[src/rtl/scan_watch_reader.sv]
// Debugger-side master for a CPU watch scan chain: one capture, DATAWIDTH shifts, parallel word out.
// Define SCAN_SYNC_EN to put a 2-flop synchronizer on iScanOut (requires CLKDIV >= 3).
module scan_watch_reader #(
    parameter int unsigned DATAWIDTH = 32,
    parameter int unsigned CLKDIV    = 2
) (
    input  logic                 Clk,
    input  logic                 Reset,
    input  logic                 iStart,
    output logic                 oBusy,
    output logic                 oDone,
    output logic [DATAWIDTH-1:0] oData,
    output logic                 oScanClk,
    output logic                 oScanIn,
    output logic [1:0]           oScanCtrl,
    input  logic                 iScanOut
);
    localparam int unsigned Period = 2 * CLKDIV;
    localparam int unsigned PhW    = (Period > 1) ? $clog2(Period) : 1;
    localparam int unsigned BitW   = $clog2(DATAWIDTH + 1);

    localparam logic [PhW-1:0]  PhLast   = PhW'(Period - 1);
    localparam logic [PhW-1:0]  PhSample = PhW'(CLKDIV - 1);
    localparam logic [PhW-1:0]  PhRise   = PhW'(CLKDIV);
    localparam logic [BitW-1:0] BitsAll  = BitW'(DATAWIDTH);

    localparam logic [1:0] CtrlIdle    = 2'b00;
    localparam logic [1:0] CtrlCapture = 2'b01;
    localparam logic [1:0] CtrlShift   = 2'b10;

    if (DATAWIDTH < 2) begin : g_chk_width
        $error("scan_watch_reader: DATAWIDTH must be at least 2");
    end
    if (CLKDIV < 1) begin : g_chk_div
        $error("scan_watch_reader: CLKDIV must be at least 1");
    end

    typedef enum logic [1:0] {
        StIdle,
        StCapture,
        StShift,
        StDone
    } state_e;

    state_e                 state_q, state_d;
    logic [PhW-1:0]         phase_q, phase_d;
    logic [BitW-1:0]        bit_cnt_q, bit_cnt_d;
    logic [DATAWIDTH-1:0]   shreg_q, shreg_d;
    logic [DATAWIDTH-1:0]   data_q, data_d;
    logic                   busy_q, busy_d;
    logic                   done_q, done_d;
    logic                   scan_clk_q, scan_clk_d;
    logic [1:0]             ctrl_q, ctrl_d;
    logic                   scan_bit;
    logic                   shifting_d;

`ifdef SCAN_SYNC_EN
    if (CLKDIV < 3) begin : g_chk_sync
        $error("scan_watch_reader: SCAN_SYNC_EN requires CLKDIV >= 3");
    end

    logic [1:0] sync_q;

    always_ff @(posedge Clk or posedge Reset) begin
        if (Reset) begin
            sync_q <= '0;
        end else begin
            sync_q <= {sync_q[0], iScanOut};
        end
    end

    assign scan_bit = sync_q[1];
`else
    assign scan_bit = iScanOut;
`endif

    always_comb begin
        state_d   = state_q;
        phase_d   = phase_q;
        bit_cnt_d = bit_cnt_q;
        shreg_d   = shreg_q;
        data_d    = data_q;

        unique case (state_q)
            StIdle: begin
                if (iStart) begin
                    state_d = StCapture;
                    phase_d = '0;
                end
            end
            StCapture: begin
                if (phase_q == PhLast) begin
                    state_d   = StShift;
                    phase_d   = '0;
                    bit_cnt_d = '0;
                end else begin
                    phase_d = phase_q + 1'b1;
                end
            end
            StShift: begin
                // bit_cnt_q == DATAWIDTH is a one-cycle tail with TCK low and controls at 00
                if (bit_cnt_q == BitsAll) begin
                    state_d = StDone;
                    data_d  = shreg_q;
                end else begin
                    if (phase_q == PhSample) begin
                        shreg_d = {scan_bit, shreg_q[DATAWIDTH-1:1]};
                    end
                    if (phase_q == PhLast) begin
                        phase_d   = '0;
                        bit_cnt_d = bit_cnt_q + 1'b1;
                    end else begin
                        phase_d = phase_q + 1'b1;
                    end
                end
            end
            StDone: begin
                state_d   = StIdle;
                bit_cnt_d = '0;
            end
            default: begin
                state_d = StIdle;
            end
        endcase
    end

    // Outputs are registered from the next state so TCK and controls are glitch-free flops.
    always_comb begin
        shifting_d = (state_d == StShift) && (bit_cnt_d != BitsAll);
        busy_d     = (state_d != StIdle);
        done_d     = (state_d == StDone);
        scan_clk_d = ((state_d == StCapture) || shifting_d) && (phase_d >= PhRise);
        ctrl_d     = CtrlIdle;
        if (state_d == StCapture) begin
            ctrl_d = CtrlCapture;
        end else if (shifting_d) begin
            ctrl_d = CtrlShift;
        end
    end

    always_ff @(posedge Clk or posedge Reset) begin
        if (Reset) begin
            state_q    <= StIdle;
            phase_q    <= '0;
            bit_cnt_q  <= '0;
            shreg_q    <= '0;
            data_q     <= '0;
            busy_q     <= 1'b0;
            done_q     <= 1'b0;
            scan_clk_q <= 1'b0;
            ctrl_q     <= CtrlIdle;
        end else begin
            state_q    <= state_d;
            phase_q    <= phase_d;
            bit_cnt_q  <= bit_cnt_d;
            shreg_q    <= shreg_d;
            data_q     <= data_d;
            busy_q     <= busy_d;
            done_q     <= done_d;
            scan_clk_q <= scan_clk_d;
            ctrl_q     <= ctrl_d;
        end
    end

    assign oBusy     = busy_q;
    assign oDone     = done_q;
    assign oData     = data_q;
    assign oScanClk  = scan_clk_q;
    assign oScanIn   = 1'b0;
    assign oScanCtrl = ctrl_q;

endmodule

[config.mk]
export PLATFORM = sky130hd
export DESIGN_NAME = scan_watch_reader
export DESIGN_NICKNAME = d
export VERILOG_FILES = /design/src/rtl/scan_watch_reader.sv
export SDC_FILE = /design/constraint.sdc
export NUM_CORES = 1
export LEC_CHECK = 0
export CORE_MARGIN = 2
export CORE_UTILIZATION = 41
export CTS_CLUSTER_SIZE = 10
export DETAILED_ROUTE_END_ITERATION = 8
export PLACE_DENSITY = 0.67
export SLEW_MARGIN = 40
export SYNTH_ARGS = -nofsm -noshare
export SYNTH_HDL_FRONTEND = slang
export SYNTH_SLANG_ARGS = --single-unit
export TNS_END_PERCENT = 30
[constraint.sdc]
create_clock -name Clk -period 2.4 [get_ports Clk]
set_input_delay 0.48 -clock Clk [delete_from_list [all_inputs] [get_ports Clk]]
set_output_delay 0.48 -clock Clk [all_outputs]
set_load 0.005 [all_outputs]
==> impl_metrics.json, run 1 <==
{
  "max-cap-violations": 0,
  "ys_top_cells_by_area": "sky130_fd_sc_hd__dfrtp_1 (57%), sky130_fd_sc_hd__mux2_4 (13%), sky130_fd_sc_hd__nand2_1 (11%)",
  "slew_violations": 0,
  "fin_crit_ns": 2.00,
  "largest_net_degree_at_the_start_of_global_routing": 80,
  "wire_per_inst_um": 14.0,
  "max_fanout_on_critical_path": 12,
  "globalplace.congestion": 0.789,
  "starting_density_of_the_core_pct": 42.1,
  "floorplan.die_area_sq_mm": 0.00915,
  "outcome": "finished, final reports clean",
  "placed_cells_incl_taps": 440,
  "finish.utilization_pct": 51.0,
  "rows": 33,
  "rsz0062_at_grt": "false",
  "crit_path_end_kind": "register",
  "cts_made_buffers": 9,
  "setup.worst_path.start_class": "register",
  "pre_cts_ws_ns": 0.436,
  "synthesis.area_per_instance_sq_um": 11.3,
  "drc": 0,
  "synth.distinct_cells": 46,
  "port_buffers": 40,
  "most_common_cell_after_layout_fill_and_taps_aside": "sky130_fd_sc_hd__nand2_1",
  "mappedNetlistNets": 313,
  "tcrit_tclk_final_pct": 83.4,
  "netlist_area_sq_mm": 0.00344,
  "total_track_usage_pct": 15.4,
  "diodes": 0,
  "yosysWarningCount": 0,
  "synth-main-ff-cell": "sky130_fd_sc_hd__dfrtp_1",
  "layout_common_cells": "sky130_fd_sc_hd__nand2_1 (103), sky130_fd_sc_hd__dfrtp_1 (79), sky130_fd_sc_hd__clkdlybuf4s50_1 (40)",
  "drive_above_1_share_pct": 17.7,
  "synthArstFlopShare_pct": 100,
  "ff2ff_path_depth": 5,
  "endpoint_of_the_lowest_slack_register_to_register_path": "oScanClk",
  "post-synth-top-area-cell": "sky130_fd_sc_hd__dfrtp_1",
  "slew_headroom_pct": 65.4,
  "finalHoldViolations": 0,
  "clk_pin_slew_ns": 0.09,
  "cts_hold_repair.buffers": 0,
  "clockRootBuffer": "sky130_fd_sc_hd__clkbuf_8",
  "path_cells": "ha_1 > nand4_1 > or4_1 > a21oi_1 > a31oi_1",
  "initialDrtViolationCount": 137,
  "worst_setup_path_endpoint": "oScanClk",
  "hold-worst-slack_ns": 0.476,
  "syn_inst": 304,
  "total_power_of_the_final_layout_mw": 2.49,
  "layout-area-overhead-vs-synth_pct": 21.1,
  "detailed_place_hpwl_um": 4040,
  "viasPerCell": 4.90,
  "cts_tree": "yes",
  "grt_antenna_before_repair": 0,
  "final.setup.tns_ns": 0,
  "worst_path_max_delay_cell": "sky130_fd_sc_hd__or4_1",
  "achievable-frequency_mhz": 499,
  "drt_first_pass_iters": 4,
  "power_density_mw_per_mm2": 597,
  "p_leak_nw": 2.04,
  "synth_register_bits": 79,
  "first_global_vias": 2246,
  "cts.path.max_buffers": 2,
  "die_h_um": 95.6,
  "clk-insertion-delay-late_ns": 0.35,
  "post_cts_resize_count": 0,
  "wl_um": 6400,
  "setup-violations-final": 0,
  "critical_path.max_stage_delay_ns": 0.53,
  "timing.critical_path.from": "phase_q[0]",
  "irDropWorstVdd_mv": 0.274,
  "timing_worst_setup_path_type": "register to register",
  "postPlaceCellArea_sq_mm": 0.00395,
  "design.core.area_sq_mm": 0.00818,
  "cp_data_arrival_time_ns": 2.22,
  "netlist.area_leader.share_pct": 57.4,
  "tightest_slew_ns": 0.519,
  "r2r-start": "phase_q[0]",
  "finish.net_count": 355,
  "via_count": 2233,
  "crit_required_ns": 2.61,
  "numClockSinks": 79,
  "die_w_um": 95.6,
  "yosysSeqAreaShare_pct": 57.4,
  "postRouteAntennaNets": 0,
  "regToRegSetupSlack_ns": 0.40,
  "cts_post_setup_buffers_inserted": 0,
  "fin_ws_ns": 0.397,
  "top_level_ports": 42,
  "hold_class": "register to register",
  "layoutNonFillerInstCount": 456,
  "first_pass_grt_wire_length_um": 10800,
  "synth_enable_flop_cells": 0,
  "worst_clock_skew_ns": 0.0100,
  "gr-total-overflow": 0,
  "layout.cell_area.non_filler_sq_mm": 0.00417,
  "count_of_h_tree_levels_built_during_cts": 3
}
## cell families (layout without fill, tap and decap cells)
family / Yosys count / in the layout / share of synthesized area [%]
buf+inv: 25 / 72 / 3.85
other cells: 1 / 1 / 0.109
compound gates: 33 / 33 / 6.54
fa+ha+maj: 5 / 5 / 1.82
simple gates: 128 / 128 / 16.2
flops: 79 / 79 / 57.4
mux: 33 / 33 / 14.0
## cells in the mapped netlist, types with 2 or more instances
cell type,count
sky130_fd_sc_hd__inv_1,9
sky130_fd_sc_hd__and2_1,2
sky130_fd_sc_hd__mux2_4,30
sky130_fd_sc_hd__nor2_1,3
sky130_fd_sc_hd__dfrtp_1,79
sky130_fd_sc_hd__nand4_1,2
sky130_fd_sc_hd__ha_1,5
sky130_fd_sc_hd__a31oi_1,4
sky130_fd_sc_hd__nand3_1,2
sky130_fd_sc_hd__buf_2,7
sky130_fd_sc_hd__buf_4,2
sky130_fd_sc_hd__a21oi_1,5
sky130_fd_sc_hd__inv_2,2
sky130_fd_sc_hd__nand2b_1,2
sky130_fd_sc_hd__mux2_1,2
sky130_fd_sc_hd__nand3b_1,2
sky130_fd_sc_hd__or3_1,2
sky130_fd_sc_hd__buf_6,3
sky130_fd_sc_hd__nand2_1,103
sky130_fd_sc_hd__o21ai_0,7
sky130_fd_sc_hd__a221oi_1,2
sky130_fd_sc_hd__o21ai_1,4
sky130_fd_sc_hd__o211ai_2,2
## power breakdown
part           switching, mW  internal [mW]  total, mW
logic                 0.0305         0.0228     0.0533
registers            0.00874           1.34       1.35
clock network          0.499          0.587       1.09
total                  0.539           1.95       2.49
## worst max-delay path, delay by kind of cell (launching register included)
| kind | cells | cell delay [ns] |
|---|---|---|
| adder cells (fa/ha/maj) | 1 | 0.47 |
| AND/OR/NAND/NOR | 2 | 0.75 |
| AO/OA/AOI/OAI | 2 | 0.23 |
| flip-flops | 1 | 0.43 |
## flip-flops by register name (all words and copies together), names as in the netlist
| register | cells |
|---|---|
| oScanClk | 1 |
| phase_q | 2 |
| bit_cnt_q | 6 |
| oData | 32 |
| oBusy | 1 |
| oDone | 1 |
| oScanCtrl | 2 |
| state_q | 2 |
| shreg_q | 32 |
## layout make-up
cell class                      count  area, sq um
Clock buffer                        9          124
Clock inverter                      7         96.3
Fill cell                         727         4010
Inverter                           11         45.0
Multi-Input combinational cell    200         1330
Sequential cell                    79         1980
Tap cell                          105          131
Timing Repair Buffer               45          463
## metal layers
metal  vias to the layer above  GRT usage [%]  part of all wire (%)
met5                         -              0                     0
met3                        11           3.79                   4.1
met1                      1076           22.6                    51
met2                        55           21.4                    43
met4                         0           7.38                   2.1
li1                       1091              -                     -
## worst min path at each step
stage          slack [ns]       start        end  depth (start not counted)
4_1_cts              0.47  shreg_q[0]   oData[0]                          2
3_5_place_dp         0.45  shreg_q[0]   oData[0]                          2
6_report             0.48  shreg_q[0]   oData[0]                          2
2_1_floorplan        0.44  shreg_q[0]   oData[0]                          2
3_3_place_gp         0.46   oData[13]  oData[13]                          2
5_1_grt              0.50   oData[15]  oData[15]                          2
Note: power is estimated with default switching activity, not from simulation.
==> run 2: changes to the inputs <==
PLACE_DENSITY = 0.65   (was 0.67)
clock period = 2 ns   (was 2.4 ns; I/O delays follow)
==> impl_metrics.json, run 2 (synthesis gave the netlist of run 1 again) <==
{
  "rsz0062_at_grt": "false",
  "clk-insertion-delay-late_ns": 0.35,
  "global_route.usage.met1_pct": 21.5,
  "slew_violations": 0,
  "initialDrtViolationCount": 102,
  "cts.path.max_buffers": 2,
  "globalplace.congestion": 0.825,
  "port_buffers": 40,
  "total_track_usage_pct": 15.5,
  "drive_above_1_share_pct": 19.0,
  "rows": 33,
  "power_dissipated_by_switching_net_loads_mw": 0.635,
  "cp_data_arrival_time_ns": 2.11,
  "finish.utilization_pct": 52.0,
  "cts_tree": "yes",
  "setup.worst_path.start_class": "register",
  "gr-total-overflow": 0,
  "starting_density_of_the_core_pct": 42.1,
  "wl_um": 6320,
  "drc": 0,
  "design.core.area_sq_mm": 0.00818,
  "numClockSinks": 79,
  "grt_use_met3_pct": 3.08,
  "wire_per_inst_um": 13.7,
  "power.share.clock_pct": 44.3,
  "first_global_vias": 2268,
  "most_common_cell_after_layout_fill_and_taps_aside": "sky130_fd_sc_hd__nand2_1",
  "die_w_um": 95.6,
  "fillers": 748,
  "clockRootBuffer": "sky130_fd_sc_hd__clkbuf_8",
  "tcrit_tclk_final_pct": 94.3,
  "detailed_place_hpwl_um": 4190,
  "layout_common_cells": "sky130_fd_sc_hd__nand2_1 (103), sky130_fd_sc_hd__dfrtp_1 (79), sky130_fd_sc_hd__clkdlybuf4s50_1 (40)",
  "total_power_of_the_final_layout_mw": 3.02,
  "power.combinational.fraction_pct": 2.1,
  "postRouteAntennaNets": 0,
  "layout-area-overhead-vs-synth_pct": 23.4,
  "final.setup.tns_ns": 0,
  "timing_worst_setup_path_type": "register to register",
  "diodes": 0,
  "top_level_ports": 42,
  "cts_made_buffers": 9,
  "hold_class": "register to register",
  "count_of_h_tree_levels_built_during_cts": 3,
  "internal_power_mw": 2.39,
  "finalHoldViolations": 0,
  "largest_net_degree_at_the_start_of_global_routing": 80,
  "irDropWorstVdd_mv": 0.277,
  "via_count": 2316,
  "worst_clock_skew_ns": 0.00920,
  "drt_first_pass_iters": 4,
  "outcome": "finished, final reports clean",
  "placed_cells_incl_taps": 446,
  "max-cap-violations": 0,
  "clk_pin_slew_ns": 0.08,
  "post_cts_resize_count": 1,
  "hold-worst-slack_ns": 0.476,
  "die_h_um": 95.6,
  "setup-violations-final": 0,
  "max_fanout_on_critical_path": 12,
  "power_density_mw_per_mm2": 711,
  "fin_crit_ns": 1.89,
  "grt_antenna_before_repair": 0,
  "grt_util_met2_pct": 21.8,
  "crit_path_end_kind": "register",
  "achievable-frequency_mhz": 530,
  "finish.net_count": 361,
  "proportion_of_power_drawn_by_flip_flops_and_latches_pct": 53.6,
  "first_pass_grt_wire_length_um": 10600,
  "p_leak_nw": 2.09,
  "cts_post_setup_buffers_inserted": 0,
  "cts_hold_repair.buffers": 0,
  "crit_required_ns": 2.23,
  "p_sw_share_pct": 21.0,
  "layoutNonFillerInstCount": 462,
  "busiest_layer": "met2",
  "viasPerCell": 5.01,
  "floorplan.die_area_sq_mm": 0.00915
}
## run 2: through the flow
stage               instance area (sq um)  worst slack (ns)
finish                               4250             0.114
global route                         4250            0.0167
CTS                                  4250             0.124
detailed placement                   4020          -0.00493
global placement                     4020            0.0785
floorplan                            3450             0.290
## run 2: worst paths after layout
path | slack, ns | endpoint | startpoint | cells after the start
setup / recovery | 0.11 | oScanClk | phase_q[0] | 5
hold / removal | 0.48 | oData[15] | oData[15] | 2
setup reg to reg | 0.11 | oScanClk | phase_q[0] | 5
hold reg to reg | 0.48 | oData[15] | oData[15] | 2
max in group asynchronous | 1.16 | state_q[1] | Reset | 3
min in group asynchronous | 0.51 | oData[14] | Reset | 3
## run 2: area by class of cell
cell class	instances	area, sq um	area share [%]
inverter	11	45.0	1.06
sequential	79	1980	46.5
multi-input combinational	200	1340	31.4
clock buffer	11	141	3.33
clock inverter	5	86.3	2.03
tap	105	131	3.09
timing repair buffer	51	533	12.5
## run 2: worst max-delay path, cell delays in order, from the launching register on
cell and delay [ns]:
sky130_fd_sc_hd__dfrtp_1 0.43, sky130_fd_sc_hd__ha_2 0.36, sky130_fd_sc_hd__nand4_1 0.20, sky130_fd_sc_hd__or4_1 0.53, sky130_fd_sc_hd__a21oi_1 0.14, sky130_fd_sc_hd__a31oi_1 0.09
## run 2: power groups by stage
| stage | registers (mW) | clock network [mW] | logic [mW] |
|---|---|---|---|
| 2_1_floorplan | 1.65 | 0 | 0.0462 |
| 3_3_place_gp | 1.65 | 0 | 0.0658 |
| 3_5_place_dp | 1.65 | 0 | 0.0671 |
| 4_1_cts | 1.62 | 1.39 | 0.0668 |
| 5_1_grt | 1.62 | 1.47 | 0.0737 |
| 6_report | 1.62 | 1.34 | 0.0635 |
## run 2: routing by layer
layer  vias to the layer above  routed length [um]
met5                         -                   0
met4                         0                 224
met3                        17                 255
met2                        59                2830
met1                      1132                3010
li1                       1108                   -
